==> src/rtl/multicycle_control_unit.sv <==
// Sequencing FSM for the multi-cycle core: one ALU, one unified memory
// port, mem_ready wait states, sticky illegal trap, retired counter.
module multicycle_control_unit #(
  parameter int ALU_CTRL_W = 3,
  parameter int CNT_W      = 32
) (
  input  logic                  clk,
  input  logic                  rst,
  input  logic [6:0]            op,
  input  logic [2:0]            funct3,
  input  logic                  funct7_5,
  input  logic                  zero,
  input  logic                  mem_ready,
  output logic                  mem_read,
  output logic                  mem_write,
  output logic                  adr_src,
  output logic                  ir_write,
  output logic                  pc_write,
  output logic                  reg_write,
  output logic [1:0]            alu_src_a,
  output logic [1:0]            alu_src_b,
  output logic [1:0]            result_src,
  output logic [1:0]            imm_src,
  output logic [ALU_CTRL_W-1:0] alu_control,
  output logic                  illegal,
  output logic [CNT_W-1:0]      retired_count,
  output logic [3:0]            state
);

  typedef enum logic [3:0] {
    S_FETCH    = 4'd0,
    S_DECODE   = 4'd1,
    S_MEMADR   = 4'd2,
    S_MEMREAD  = 4'd3,
    S_MEMWB    = 4'd4,
    S_MEMWRITE = 4'd5,
    S_EXECR    = 4'd6,
    S_EXECI    = 4'd7,
    S_ALUWB    = 4'd8,
    S_BEQ      = 4'd9,
    S_JAL      = 4'd10,
    S_TRAP     = 4'd11
  } state_t;

  localparam logic [6:0] OP_LW  = 7'b0000011;
  localparam logic [6:0] OP_SW  = 7'b0100011;
  localparam logic [6:0] OP_R   = 7'b0110011;
  localparam logic [6:0] OP_I   = 7'b0010011;
  localparam logic [6:0] OP_BEQ = 7'b1100011;
  localparam logic [6:0] OP_JAL = 7'b1101111;

  localparam logic [2:0] ALU_ADD = 3'b000;
  localparam logic [2:0] ALU_SUB = 3'b001;
  localparam logic [2:0] ALU_AND = 3'b010;
  localparam logic [2:0] ALU_OR  = 3'b011;
  localparam logic [2:0] ALU_SLT = 3'b101;

  typedef struct packed {
    logic       mem_read;
    logic       mem_write;
    logic       adr_src;
    logic       fetch;
    logic       reg_write;
    logic       pc_jump;
    logic       pc_branch;
    logic [1:0] src_a;
    logic [1:0] src_b;
    logic [1:0] res;
    logic [2:0] alu;
  } ctrl_t;

  state_t           cur;
  state_t           nxt;
  ctrl_t            ctrl;
  logic             trap_q;
  logic [CNT_W-1:0] count;
  logic             retire;
  logic [2:0]       funct_alu;
  logic             f3_ok;
  logic             is_lw;
  logic             is_sw;
  logic             is_r;
  logic             is_i;
  logic             is_beq;
  logic             is_jal;

  assign is_lw  = (op == OP_LW);
  assign is_sw  = (op == OP_SW);
  assign is_r   = (op == OP_R);
  assign is_i   = (op == OP_I);
  assign is_beq = (op == OP_BEQ);
  assign is_jal = (op == OP_JAL);

  assign f3_ok = (funct3 == 3'b000) | (funct3 == 3'b010)
               | (funct3 == 3'b110) | (funct3 == 3'b111);

  always_comb begin
    funct_alu = ALU_ADD;
    unique case (funct3)
      3'b000:  funct_alu = (is_r & funct7_5) ? ALU_SUB : ALU_ADD;
      3'b010:  funct_alu = ALU_SLT;
      3'b110:  funct_alu = ALU_OR;
      3'b111:  funct_alu = ALU_AND;
      default: funct_alu = ALU_ADD;
    endcase
  end

  always_comb begin
    nxt = cur;
    unique case (cur)
      S_FETCH:  if (mem_ready) nxt = S_DECODE;
      S_DECODE: begin
        unique case (1'b1)
          is_lw | is_sw: nxt = S_MEMADR;
          is_r & f3_ok:  nxt = S_EXECR;
          is_i & f3_ok:  nxt = S_EXECI;
          is_beq:        nxt = S_BEQ;
          is_jal:        nxt = S_JAL;
          default:       nxt = S_TRAP;
        endcase
      end
      S_MEMADR:   nxt = is_lw ? S_MEMREAD : S_MEMWRITE;
      S_MEMREAD:  if (mem_ready) nxt = S_MEMWB;
      S_MEMWB:    nxt = S_FETCH;
      S_MEMWRITE: if (mem_ready) nxt = S_FETCH;
      S_EXECR:    nxt = S_ALUWB;
      S_EXECI:    nxt = S_ALUWB;
      S_ALUWB:    nxt = S_FETCH;
      S_BEQ:      nxt = S_FETCH;
      S_JAL:      nxt = S_ALUWB;
      S_TRAP:     nxt = S_TRAP;
      default:    nxt = S_FETCH;
    endcase
  end

  // Control word for the state being entered, so outputs come from flops.
  function automatic ctrl_t ctrl_of(input state_t s, input logic [2:0] fa);
    ctrl_t c;
    c = '0;
    unique case (s)
      S_FETCH: begin
        c.mem_read = 1'b1;
        c.fetch    = 1'b1;
        c.src_b    = 2'b10;
        c.res      = 2'b10;
      end
      S_DECODE: begin
        c.src_a = 2'b01;
        c.src_b = 2'b01;
      end
      S_MEMADR: begin
        c.src_a = 2'b10;
        c.src_b = 2'b01;
      end
      S_MEMREAD: begin
        c.mem_read = 1'b1;
        c.adr_src  = 1'b1;
      end
      S_MEMWB: begin
        c.res       = 2'b01;
        c.reg_write = 1'b1;
      end
      S_MEMWRITE: begin
        c.mem_write = 1'b1;
        c.adr_src   = 1'b1;
      end
      S_EXECR: begin
        c.src_a = 2'b10;
        c.alu   = fa;
      end
      S_EXECI: begin
        c.src_a = 2'b10;
        c.src_b = 2'b01;
        c.alu   = fa;
      end
      S_ALUWB: c.reg_write = 1'b1;
      S_BEQ: begin
        c.src_a     = 2'b10;
        c.alu       = ALU_SUB;
        c.pc_branch = 1'b1;
      end
      S_JAL: begin
        c.src_a   = 2'b01;
        c.src_b   = 2'b10;
        c.pc_jump = 1'b1;
      end
      default: c = '0;
    endcase
    return c;
  endfunction

  assign retire = (cur == S_MEMWB) | (cur == S_ALUWB) | (cur == S_BEQ)
                | ((cur == S_MEMWRITE) & mem_ready);

  always_ff @(posedge clk or negedge rst) begin
    if (!rst) begin
      cur    <= S_FETCH;
      ctrl   <= ctrl_of(S_FETCH, ALU_ADD);
      trap_q <= 1'b0;
      count  <= '0;
    end else begin
      cur  <= nxt;
      ctrl <= ctrl_of(nxt, funct_alu);
      if (nxt == S_TRAP) trap_q <= 1'b1;
      if (retire) count <= count + CNT_W'(1);
    end
  end

  always_comb begin
    imm_src = 2'b00;
    unique case (1'b1)
      is_sw:   imm_src = 2'b01;
      is_beq:  imm_src = 2'b10;
      is_jal:  imm_src = 2'b11;
      default: imm_src = 2'b00;
    endcase
  end

  assign mem_read  = rst & ctrl.mem_read;
  assign mem_write = rst & ctrl.mem_write;
  assign reg_write = rst & ctrl.reg_write;
  assign ir_write  = rst & ctrl.fetch & mem_ready;
  assign pc_write  = rst & ((ctrl.fetch & mem_ready) | ctrl.pc_jump
                   | (ctrl.pc_branch & zero));

  assign adr_src       = ctrl.adr_src;
  assign alu_src_a     = ctrl.src_a;
  assign alu_src_b     = ctrl.src_b;
  assign result_src    = ctrl.res;
  assign alu_control   = ALU_CTRL_W'(ctrl.alu);
  assign illegal       = trap_q;
  assign retired_count = count;
  assign state         = cur;

endmodule

==> config.mk <==
export PLATFORM = sky130hd
export DESIGN_NAME = multicycle_control_unit
export DESIGN_NICKNAME = d
export VERILOG_FILES = /design/src/rtl/multicycle_control_unit.sv
export SDC_FILE = /design/constraint.sdc
export NUM_CORES = 1
export LEC_CHECK = 0
export ABC_CLOCK_PERIOD_IN_PS = 1800
export CAP_MARGIN = 0
export CORE_MARGIN = 2
export CORE_UTILIZATION = 43
export DETAILED_ROUTE_END_ITERATION = 10
export HOLD_SLACK_MARGIN = 0.1
export PLACE_DENSITY = 0.83
export SLEW_MARGIN = 20
export SYNTH_ARGS = -nofsm -noshare
export SYNTH_HDL_FRONTEND = slang
export SYNTH_SLANG_ARGS = --single-unit
==> constraint.sdc <==
create_clock -name clk -period 1.8 [get_ports clk]
set_input_delay 0.18 -clock clk [delete_from_list [all_inputs] [get_ports clk]]
set_output_delay 0.18 -clock clk [all_outputs]
set_load 0.01 [all_outputs]
==> results_dict.tcl <==
set metrics [dict create \
    placement.io_buffers 68 \
    dr.pass1.iters 4 \
    place.detailed.hpwl_um 4740 \
    syn_avg_cell_area_um2 10.6 \
    synthXorXnorAreaFrac 0.111 \
    final.min_clock_period_ns 1.78 \
    tightestPinTransition_ns 0.351 \
    synth.area.top_cells "sky130_fd_sc_hd__dfrtp_1, sky130_fd_sc_hd__xnor2_1, sky130_fd_sc_hd__xor2_1" \
    yosys.area_share.adder 0.00494 \
    yosys_warnings 0 \
    powerDensity_nw_per_um2 1180 \
    slowest_library_cell_on_the_worst_path "sky130_fd_sc_hd__dfrtp_2" \
    grt-ovfl-total 0 \
    asyncSetResetFlopFracSynth 1.00 \
    row_count 27 \
    synth_top_family_by_area "simple AND/OR/NAND/NOR gates" \
    crit_path_max_fanout 5 \
    cts_root_buffer "sky130_fd_sc_hd__clkbuf_8" \
    fin_cells 428 \
    fill_cells 421 \
    setup_viol 0 \
    grt_util_all_layers 0.200 \
    final_antenna_net_count 0 \
    route.detailed.drc 0 \
    timing.slew.headroom 0.765 \
    final_core_util 0.698 \
    post_synth_inst_count 239 \
    routabilityCongestion 0.870 \
    irDropWorstVdd_mv 0.710 \
    chipWidth_um 80.8 \
    critPathArrivalTime_ns 1.97 \
    drive_above_1_share 0.289 \
    result_of_the_run "complete, no violations" \
    finalNetCount 371 \
    htree_num_levels 2 \
    clock-skew-final_ns 0.00731 \
    grt_start_max_net_pins 28 \
    syn-cell-area_um2 2530 \
    worst_setup_path_start_kind "register" \
    cp_slowest_stage_delay_ns 0.37 \
    timing.critical_path.cells "and4_4 -> and3_4 -> nor4b_4 -> buf_4 -> buf_4 -> nand3_1 -> xnor2_1" \
    synth_largest_type_area_fraction 0.484 \
    area.growth.synth_to_final_pct 54.6 \
    antenna-diode-count 0 \
    vias_per_cell 5.21 \
    tns_ns 0 \
    dr_total_vias 2232 \
    cpMostUsedCell "sky130_fd_sc_hd__buf_4" \
    post_synth_and_or_nand_nor_area_fraction 0.262 \
    die_area_um2 6520 \
    final.period_utilization 0.991 \
    synth_largest_area_cell "sky130_fd_sc_hd__dfrtp_1" \
    report.final.hold_viol_count 0 \
    max_freq_ghz 0.560 \
    p_leak_nw 1.84 \
    setup_repair_after_global_routing_missed_its_margin "yes" \
    post_synth_mux_area_share 0.00444 \
    drt-total-wl_um 6780 \
    synth_top_flop_cell "sky130_fd_sc_hd__dfrtp_1" \
    synthesized_nets 255 \
    cp_data_required_time_ns 1.98 \
    max_cap_violations 0 \
    antenna_found_initial 0 \
    pins_over_their_slew_limit 0 \
    drtIter0Drc 70 \
    worstSetupPathType "register to register" \
    cts_made_buffers 5 \
    placeableCoreArea_um2 5610 \
    min-delay-path-class "input port to async pin" \
    synth-compound-area-share 0.0593 \
    reg2reg_setup_slack_ns 0.02 \
    critPathTopFamily "simple AND/OR/NAND/NOR gates" \
    clkSinkCount 52 \
    routedWlPerCell_um 15.8 \
    synth-edff-count 0 \
    initial_utilization 0.452 \
    synth.lib_cells_used.distinct 48 \
    sequential_cell_area_fraction_in_the_yosys_report 0.515 \
    place.detailed.instances 409 \
    worstSetupEndpointType "register" \
    cts_tree "built" \
    first_global_vias 2213 \
    clock_latency_at_the_later_pin_of_the_worst_skew_pair_ns 0.30 \
    clkTransAtPathRegs_ns 0.09 \
    clock_tree.buffer_depth 2 \
    path_buf_inv 2 \
    chipHeight_um 80.8 \
    boundaryPins 69 \
    ys_ff_latch 52 \
    first_pass_grt_wire_length_um 9920 \
]
stage by stage:
step / setup WS (ns) / power (mW) / hold WS (ns) / area [um^2]
final: 0.0157 / 4.63 / 0.354 / 3920
after global routing: -0.0640 / 4.87 / 0.355 / 3920
after CTS: 0.00894 / 4.29 / 0.357 / 3690
after detailed placement: -0.446 / 3.59 / 0.0211 / 3550
after global placement: -0.321 / 3.54 / 0.0186 / 3550
after floorplan: -0.0658 / 2.58 / -0.116 / 2540
synth_stat cells (2+ instances only):
| library cell | instances |
|---|---|
| sky130_fd_sc_hd__nand3b_1 | 2 |
| sky130_fd_sc_hd__dfstp_2 | 3 |
| sky130_fd_sc_hd__or3_1 | 2 |
| sky130_fd_sc_hd__nand4_1 | 12 |
| sky130_fd_sc_hd__nor3b_1 | 3 |
| sky130_fd_sc_hd__xnor2_1 | 22 |
| sky130_fd_sc_hd__nor2b_1 | 4 |
| sky130_fd_sc_hd__a21o_1 | 2 |
| sky130_fd_sc_hd__nor3_1 | 3 |
| sky130_fd_sc_hd__nand3_1 | 14 |
| sky130_fd_sc_hd__dfrtp_1 | 49 |
| sky130_fd_sc_hd__o31ai_1 | 2 |
| sky130_fd_sc_hd__nor4b_1 | 2 |
| sky130_fd_sc_hd__a21oi_1 | 5 |
| sky130_fd_sc_hd__and2_1 | 4 |
| sky130_fd_sc_hd__xor2_1 | 10 |
| sky130_fd_sc_hd__and3_1 | 6 |
| sky130_fd_sc_hd__nand2b_1 | 3 |
| sky130_fd_sc_hd__o21ai_0 | 2 |
| sky130_fd_sc_hd__buf_4 | 9 |
| sky130_fd_sc_hd__inv_1 | 8 |
| sky130_fd_sc_hd__and4_1 | 3 |
| sky130_fd_sc_hd__or2_2 | 2 |
| sky130_fd_sc_hd__nor2_1 | 19 |
| sky130_fd_sc_hd__nor4b_4 | 2 |
| sky130_fd_sc_hd__nand2_1 | 23 |
| sky130_fd_sc_hd__a31oi_1 | 2 |
kinds of logic (layout without fill, tap and decap cells):
kind of cell	after synthesis	after routing
adders and majority gates	1	1
DFF	52	52
AOI/OAI and AO/OA	21	21
and+or+nand+nor	112	112
buffers and inverters	20	137
muxes	1	1
xor gates and xnor gates	32	32
worst reg2reg max path: cells and delay by family, from the launching register on:
kind	cells	cell delay [ns]
DFF	1	0.37
xor gates and xnor gates	1	0.15
and+or+nand+nor	4	0.83
buffers and inverters	2	0.30
path summary, 6_finish.rpt:
kind | to | from | cells after the start
min in group clk | retired_count[31] | retired_count[31] | 1
min reg2reg | retired_count[31] | retired_count[31] | 1
min | ctrl[11] | rst | 2
max in group asynchronous | retired_count[3] | rst | 3
max reg2reg | retired_count[17] | retired_count[3] | 7
max | retired_count[17] | retired_count[3] | 7
timing repair:
| action | in CTS | in global routing |
|---|---|---|
| gates resized for setup | 10 | 39 |
| hold buffers | 1 | 0 |
| endpoints found under the setup margin | 12 | 27 |
| pin swaps | 1 | 21 |
| buffers inserted | 1 | 9 |
| endpoints found under the hold margin | 49 | 0 |
layout make-up:
| cell class | instances | area, um^2 | share of cell area |
|---|---|---|---|
| multi-input cells | 167 | 1280 | 0.328 |
| inverters | 9 | 33.8 | 0.00863 |
| well taps | 72 | 90.1 | 0.0230 |
| repair buffers | 120 | 1100 | 0.282 |
| clock inverters | 1 | 7.51 | 0.00192 |
| flip-flops and latches | 52 | 1310 | 0.335 |
| clock buffers | 7 | 86.3 | 0.0220 |
layer usage:
layer  vias to the layer above  routed length [um]  GRT usage
met3                        13                 328     0.0411
li1                       1055                   -          -
met1                      1089                2670      0.230
met2                        75                3660      0.367
met4                         0                 125     0.0729
met5                         -                   0          0
cells in the final DEF, fill, tap and decap left out, drive strengths merged, types with 3 or more instances in the layout:
master         netlist  layout
dlygate4sd2          0       4
inv                  9       9
nor2b                4       4
clkdlybuf4s50        0      59
dlymetal6s2s         0       4
nand4               12      12
and3                 7       7
nor3b                3       3
dfrtp               49      49
and2                 4       4
nand3               14      14
and4                 3       3
a21oi                5       5
nand2               23      23
xnor2               22      22
nor3                 4       4
clkbuf               0       7
nor4b                5       5
nor2                19      19
nand2b               3       3
xor2                10      10
dfstp                3       3
buf                 11      52
power by group:
part,total [mW],switching [mW],internal (mW)
Sequential,1.59,0.168,1.42
Combinational,2.36,1.09,1.26
Clock,0.681,0.368,0.313
registers in the layout, summed over array words and instances, names as in the netlist:
signal,count
state,4
result_src,1
retired_count,32
alu_control,3
illegal,1
ctrl,6
adr_src,1
alu_src_b,2
alu_src_a,2
Note: power is estimated with default switching activity, not from simulation.
